<file path="config.mk">
export PLATFORM = sky130hd
export DESIGN_NAME = program_counter_rs_flat
export DESIGN_NICKNAME = d
export VERILOG_FILES = /design/src/rtl/program_counter_rs_if.sv /design/src/rtl/program_counter_rs.sv /design/src/flat_wrapper.sv
export SDC_FILE = /design/constraint.sdc
export NUM_CORES = 1
export LEC_CHECK = 0
export BUFFER_PORTS_ARGS = -buffer_cell sky130_fd_sc_hd__buf_2
export CAP_MARGIN = 20
export CORE_ASPECT_RATIO = 1.2
export CORE_UTILIZATION = 35
export CTS_CLUSTER_SIZE = 12
export DETAILED_ROUTE_END_ITERATION = 6
export PLACE_DENSITY = 0.55
export SETUP_SLACK_MARGIN = 0.05
export SLEW_MARGIN = 15
export SYNTH_ARGS = -nofsm -noshare
export SYNTH_HDL_FRONTEND = slang
export SYNTH_SLANG_ARGS = --single-unit
</file>
<file path="constraint.sdc">
create_clock -name i_clk -period 8.3 [get_ports i_clk]
set_input_delay 0.415 -clock i_clk [delete_from_list [all_inputs] [get_ports i_clk]]
set_output_delay 0.415 -clock i_clk [all_outputs]
set_load 0.05 [all_outputs]
</file>
<file path="src/rtl/program_counter_rs_if.sv">
// ----------------------------------------------------------------------------
// program_counter_rs_if
// Purpose : Bundles the fetch-stage control inputs and the program-counter /
//           return-stack status outputs of program_counter_rs.
// Signals (named from the program counter's point of view):
//   i_stall        1 = freeze all program-counter state this cycle
//   i_op           3-bit operation select (HOLD/INC/REL/ABS/CALL/RET)
//   i_offset       signed relative-branch displacement
//   i_target       absolute jump/call destination
//   o_pc           current program counter (registered)
//   o_return_addr  top of return stack, 0 when the stack is empty
//   o_depth        number of valid return-stack entries (registered)
//   o_overflow     sticky: CALL attempted with the stack full
//   o_underflow    sticky: RET attempted with the stack empty
// Modports: master = fetch controller, slave = program counter.
// ----------------------------------------------------------------------------
interface program_counter_rs_if #(
    parameter int unsigned WIDTH       = 16,
    parameter int unsigned OFF_WIDTH   = 8,
    parameter int unsigned STACK_DEPTH = 8
);
    localparam int unsigned DEPTH_W = $clog2(STACK_DEPTH + 1);

    logic                 i_stall;
    logic [2:0]           i_op;
    logic [OFF_WIDTH-1:0] i_offset;
    logic [WIDTH-1:0]     i_target;
    logic [WIDTH-1:0]     o_pc;
    logic [WIDTH-1:0]     o_return_addr;
    logic [DEPTH_W-1:0]   o_depth;
    logic                 o_overflow;
    logic                 o_underflow;

    modport master (
        output i_stall, i_op, i_offset, i_target,
        input  o_pc, o_return_addr, o_depth, o_overflow, o_underflow
    );

    modport slave (
        input  i_stall, i_op, i_offset, i_target,
        output o_pc, o_return_addr, o_depth, o_overflow, o_underflow
    );
endinterface

</file>
<file path="src/rtl/program_counter_rs.sv">
// ----------------------------------------------------------------------------
// program_counter_rs
// Purpose : Fetch-stage program counter with an integrated return-address
//           stack. Per cycle: hold, increment, relative branch, absolute
//           jump, call (push PC+1, jump) or return (pop, jump). Stall freezes
//           everything; overflow/underflow flags are sticky until reset.
// Ports:
//   i_clk    rising-edge clock
//   i_reset  synchronous, active-high reset (priority over stall and op)
//   bus      program_counter_rs_if slave modport (control in, status out)
// ----------------------------------------------------------------------------
module program_counter_rs #(
    parameter int unsigned      WIDTH        = 16,
    parameter int unsigned      OFF_WIDTH    = 8,
    parameter int unsigned      STACK_DEPTH  = 8,
    parameter logic [WIDTH-1:0] RESET_VECTOR = '0
) (
    input logic                 i_clk,
    input logic                 i_reset,
    program_counter_rs_if.slave bus
);
    localparam int unsigned DEPTH_W = $clog2(STACK_DEPTH + 1);
    localparam int unsigned PTR_W   = $clog2(STACK_DEPTH);

    localparam logic [2:0] OP_HOLD = 3'b000;
    localparam logic [2:0] OP_INC  = 3'b001;
    localparam logic [2:0] OP_REL  = 3'b010;
    localparam logic [2:0] OP_ABS  = 3'b011;
    localparam logic [2:0] OP_CALL = 3'b100;
    localparam logic [2:0] OP_RET  = 3'b101;

    logic [WIDTH-1:0]   r_pc;
    logic [DEPTH_W-1:0] r_depth;
    logic               r_overflow;
    logic               r_underflow;
    // Entries are not reset; r_depth alone says which ones are valid.
    logic [WIDTH-1:0]   r_stack [STACK_DEPTH];

    logic [WIDTH-1:0]   w_off_ext;
    logic [WIDTH-1:0]   w_pc_inc;
    logic               w_full;
    logic               w_empty;
    logic [PTR_W-1:0]   w_push_idx;
    logic [PTR_W-1:0]   w_top_idx;
    logic [WIDTH-1:0]   w_pc_next;
    logic [DEPTH_W-1:0] w_depth_next;
    logic               w_push;
    logic               w_set_ovf;
    logic               w_set_unf;

    // Size cast of a signed value sign-extends the displacement.
    assign w_off_ext  = WIDTH'($signed(bus.i_offset));
    assign w_pc_inc   = r_pc + WIDTH'(1);
    assign w_full     = (r_depth == DEPTH_W'(STACK_DEPTH));
    assign w_empty    = (r_depth == '0);
    // Only meaningful when not full / not empty respectively.
    assign w_push_idx = PTR_W'(r_depth);
    assign w_top_idx  = PTR_W'(r_depth - DEPTH_W'(1));

    always_comb begin
        w_pc_next    = r_pc;
        w_depth_next = r_depth;
        w_push       = 1'b0;
        w_set_ovf    = 1'b0;
        w_set_unf    = 1'b0;
        unique case (bus.i_op)
            OP_HOLD: ;
            OP_INC:  w_pc_next = w_pc_inc;
            OP_REL:  w_pc_next = r_pc + w_off_ext;
            OP_ABS:  w_pc_next = bus.i_target;
            OP_CALL: begin
                if (w_full) begin
                    w_set_ovf = 1'b1;
                end else begin
                    w_push       = 1'b1;
                    w_pc_next    = bus.i_target;
                    w_depth_next = r_depth + DEPTH_W'(1);
                end
            end
            OP_RET: begin
                if (w_empty) begin
                    w_set_unf = 1'b1;
                end else begin
                    w_pc_next    = r_stack[w_top_idx];
                    w_depth_next = r_depth - DEPTH_W'(1);
                end
            end
            default: ;  // reserved encodings behave as HOLD
        endcase
    end

    always_ff @(posedge i_clk) begin
        if (i_reset) begin
            r_pc        <= RESET_VECTOR;
            r_depth     <= '0;
            r_overflow  <= 1'b0;
            r_underflow <= 1'b0;
        end else if (!bus.i_stall) begin
            r_pc        <= w_pc_next;
            r_depth     <= w_depth_next;
            r_overflow  <= r_overflow | w_set_ovf;
            r_underflow <= r_underflow | w_set_unf;
        end
    end

    always_ff @(posedge i_clk) begin
        if (!i_reset && !bus.i_stall && w_push) begin
            r_stack[w_push_idx] <= w_pc_inc;
        end
    end

    assign bus.o_pc          = r_pc;
    assign bus.o_depth       = r_depth;
    assign bus.o_overflow    = r_overflow;
    assign bus.o_underflow   = r_underflow;
    assign bus.o_return_addr = w_empty ? '0 : r_stack[w_top_idx];
endmodule

</file>
<file path="src/flat_wrapper.sv">
// flat-port wrapper written by rule: the top's interface ports become plain ports
module program_counter_rs_flat 
#(
    parameter int unsigned      WIDTH        = 16,
    parameter int unsigned      OFF_WIDTH    = 8,
    parameter int unsigned      STACK_DEPTH  = 8,
    parameter logic [WIDTH-1:0] RESET_VECTOR = '0
)
  (i_clk, i_reset, bus_i_stall, bus_i_op, bus_i_offset, bus_i_target, bus_o_pc, bus_o_return_addr, bus_o_depth, bus_o_overflow, bus_o_underflow);
  program_counter_rs_if #(.WIDTH(WIDTH), .OFF_WIDTH(OFF_WIDTH), .STACK_DEPTH(STACK_DEPTH)) bus_i ();
  input logic i_clk;
  input logic i_reset;
  input wire logic [$bits(bus_i.i_stall)-1:0] bus_i_stall;
  input wire logic [$bits(bus_i.i_op)-1:0] bus_i_op;
  input wire logic [$bits(bus_i.i_offset)-1:0] bus_i_offset;
  input wire logic [$bits(bus_i.i_target)-1:0] bus_i_target;
  output wire logic [$bits(bus_i.o_pc)-1:0] bus_o_pc;
  output wire logic [$bits(bus_i.o_return_addr)-1:0] bus_o_return_addr;
  output wire logic [$bits(bus_i.o_depth)-1:0] bus_o_depth;
  output wire logic [$bits(bus_i.o_overflow)-1:0] bus_o_overflow;
  output wire logic [$bits(bus_i.o_underflow)-1:0] bus_o_underflow;
  assign bus_i.i_stall = bus_i_stall;
  assign bus_i.i_op = bus_i_op;
  assign bus_i.i_offset = bus_i_offset;
  assign bus_i.i_target = bus_i_target;
  assign bus_o_pc = bus_i.o_pc;
  assign bus_o_return_addr = bus_i.o_return_addr;
  assign bus_o_depth = bus_i.o_depth;
  assign bus_o_overflow = bus_i.o_overflow;
  assign bus_o_underflow = bus_i.o_underflow;
  program_counter_rs #(.WIDTH(WIDTH), .OFF_WIDTH(OFF_WIDTH), .STACK_DEPTH(STACK_DEPTH), .RESET_VECTOR(RESET_VECTOR)) u_core (.i_clk(i_clk), .i_reset(i_reset), .bus(bus_i));
endmodule
</file>
==> impl_metrics.yaml <==
synth:
  yosysWarnings: 0
  ys_seq_area_share_pct: 57.92
  yosys.area_share.adder_pct: 3.315
  synth_compound_area_share_pct: 11.15
  synthXorXnorAreaFrac_pct: 3.924
  avgSynthCellArea_um2: 13.12
  synth-edff-count: 128
  async_flop_share_pct: 0
  syn-num-nets: 613
  synthMuxAreaShare_pct: 12.35
  synthCells: 564
  synth_top_family_by_area: "multiplexers"
  syn_area_um2: 7397
  ys_ff_latch: 150
  synth_simple_gate_area_share_pct: 8.745
  synthFlopType: "edfxtp_1"
  yosysUniqueCellTypes: 54
floorplanning:
  dieArea_um2: 21720
  ioPinCount: 68
  fp.coreArea_um2: 20470
  rows: 57
  initial_core_util_pct: 36.14
  die_y_um: 161.3
  die_x_um: 134.7
min_path:
  hold_end: "u_core.bus.o_pc[2]"
  hold_path.class: "in -> reg"
  worstHoldStart: "bus_i_target[2]"
  hold_path_depth: 3
sta:
  finalSetupViolCount: 0
  tightest_slew_ps: 1047
  clock.fmax_ghz: 0.2741
  final.setup.tns_ps: 0
  clock_skew_ps: 11.45
  relSlewSlack_pct: 29.92
  slew_violations: 0
  hold_viol: 0
  finalCritPeriodShare_pct: 43.95
  min_period_ps: 3648
  rsz0062_at_grt: "false"
routing:
  drtIter0Drc: 314
  post-route-drc-count: 0
  drt_pass1_iterations: 4
  routed_via_density: 5.623
  postRouteAntennaNets: 0
  num_vias: 5123
  routed_wl_um: 20120
  post_drt_wl_per_cell_um: 22.09
layout:
  multi_input_area_um2: 2933
  fin_nets: 682
  drive_gt1_share_pct: 23.22
  final_cell_mix: "128 x edfxtp_1, 67 x buf_2, 53 x nor2_1, 41 x nand2_1, 40 x a21oi_1"
  final_common_cell: "edfxtp_1"
  seq_area_um2: 4285
  fillCellCount: 1912
  syn2layout_area_growth_pct: 15.87
  diodes: 0
  final_util_pct: 41.87
run:
  cap_violations: 0
critical_path:
  worstSetupStartpointType: "register"
  regToRegEndpoint: "u_core.bus.o_pc[11]"
  end_kind: "primary output"
  crit_type: "reg -> out"
  worstPathArrival_ps: 3230
  r2r_cells: 9
  timing.rr.start: "u_core.bus.o_depth[1]"
  cp_max_fo: 33
  r2r_slack_ps: 5100
  cp-startpoint: "u_core.bus.o_depth[1]"
  cp.required_ps: 7890
clock_tree:
  cts_tree: "yes"
  ctsResizeCount: 0
  root_buffer: "clkbuf_16"
  clk_pin_slew_ps: 70
  clk_path_buf_depth: 2
  numCtsBuffers: 17
  cts_hold_buf: 0
  cts_setup_buffers: 0
  cts.sinks: 150
  insertion_delay_ps: 420
  cts_max_level: 4
placed_design:
  portBuffers: 67
  place.gp.congestion: 0.8849
  dp_hpwl_um: 14420
global_routing:
  grt_remaining_overflow: 0
  grt_pass1_wl_um: 30820
  grt_pass1_vias: 5273
  grt_max_degree: 51
  antenna_found_initial: 0
  groute.usage.overall_pct: 19.44
power_and_ir_drop:
  power_leakage_nw: 3.074
  power.density_nw_per_um2: 216.7
  ir_drop_v: 0.0001127
outcome:
  status: "complete, no violations"
[registers in the layout, summed over array words and instances, names as in the netlist]
name / cells
u_core.bus.o_underflow: 1
u_core.bus.o_overflow: 1
u_core.bus.o_pc: 16
u_core.bus.o_depth: 4
u_core.r_stack: 128
[logic make-up after synthesis]
kind of cell / after synthesis
adder cells (fa/ha/maj): 19
AND/OR/NAND/NOR: 144
flip-flops: 150
AO/OA/AOI/OAI: 133
buffers and inverters: 36
XOR/XNOR: 31
multiplexers: 51
[power by group]
part / total (mW) / leakage [nW] / switching, mW / internal [mW]
clock: 0.745 / 0.279 / 0.324 / 0.421
combinational: 0.267 / 1.47 / 0.181 / 0.0853
sequential: 0.846 / 1.33 / 0.0150 / 0.831
total: 1.86 / 3.07 / 0.520 / 1.34
[cell type report]
type | count | area share [%]
multi-input combinational | 378 | 34.22
clock inverter | 14 | 1.635
sequential | 150 | 50.00
clock buffer | 18 | 5.007
tap | 265 | 3.869
timing repair buffer | 79 | 4.964
inverter | 7 | 0.3066
[synthesized netlist by cell type (all sizes together) (2+ instances only)]
cell type / instances / share of area, %
xor2: 14 / 1.9
nor2: 53 / 2.7
a21o: 5 / 0.51
and3: 2 / 0.17
o21bai: 3 / 0.30
a31oi: 4 / 0.34
a211oi: 14 / 1.5
o311ai: 2 / 0.24
nand3: 14 / 0.95
nand2: 41 / 2.1
mux4: 32 / 9.7
dfxtp: 22 / 6.0
nor3b: 2 / 0.20
o21ai: 38 / 2.6
mux2i: 17 / 2.3
nor4: 2 / 0.17
edfxtp: 128 / 52
nor2b: 6 / 0.51
nor3: 11 / 0.74
o21a: 4 / 0.41
mux2: 2 / 0.30
and4: 3 / 0.36
o22ai: 3 / 0.25
a211o: 2 / 0.24
inv: 7 / 0.36
clkbuf: 9 / 0.46
nand2b: 4 / 0.34
o211ai: 2 / 0.20
xnor2: 17 / 2.0
a221oi: 4 / 0.47
o221ai: 3 / 0.36
ha: 18 / 3.0
nand4: 3 / 0.25
a21oi: 40 / 2.7
and2: 2 / 0.17
buf: 20 / 1.8
[per-stage QoR]
step	hold WS (ps)	area, um^2	worst slack, ps	power [mW]	instances
after floorplan	602.3	7397	4619	1.048	564
after global placement	467.1	8001	5050	1.124	879
after detailed placement	479.0	8001	5038	1.128	879
after CTS	334.9	8571	4586	1.868	911
after global routing	340.5	8571	4482	1.920	911
final	336.6	8571	4652	1.857	911
[layer usage]
layer  global-route usage (%)  up-vias  part of all wire (%)
met2                    34.49      188                    52
met5                        0        -                     0
li1                         -     2338                     -
met3                    3.641       35                   4.2
met1                    22.98     2562                    41
met4                    7.865        0                   3.0
[critical path, stage by stage (launching register included)]
cell and delay [ps]:
dfxtp_1 510, inv_1 100, ha_2 940, mux4_2 430, mux2i_1 450, nor2_1 130, buf_2 240
[how the worst max path moves through the flow]
stage,endpoint,slack (ps)
detailed placement,bus_o_return_addr[4],5040
floorplan,u_core.r_stack[0][0],4620
global placement,bus_o_return_addr[4],5050
finish,bus_o_return_addr[4],4650
CTS,bus_o_return_addr[4],4590
global route,bus_o_return_addr[4],4480
No activity file was read; power rests on OpenSTA's default activity.
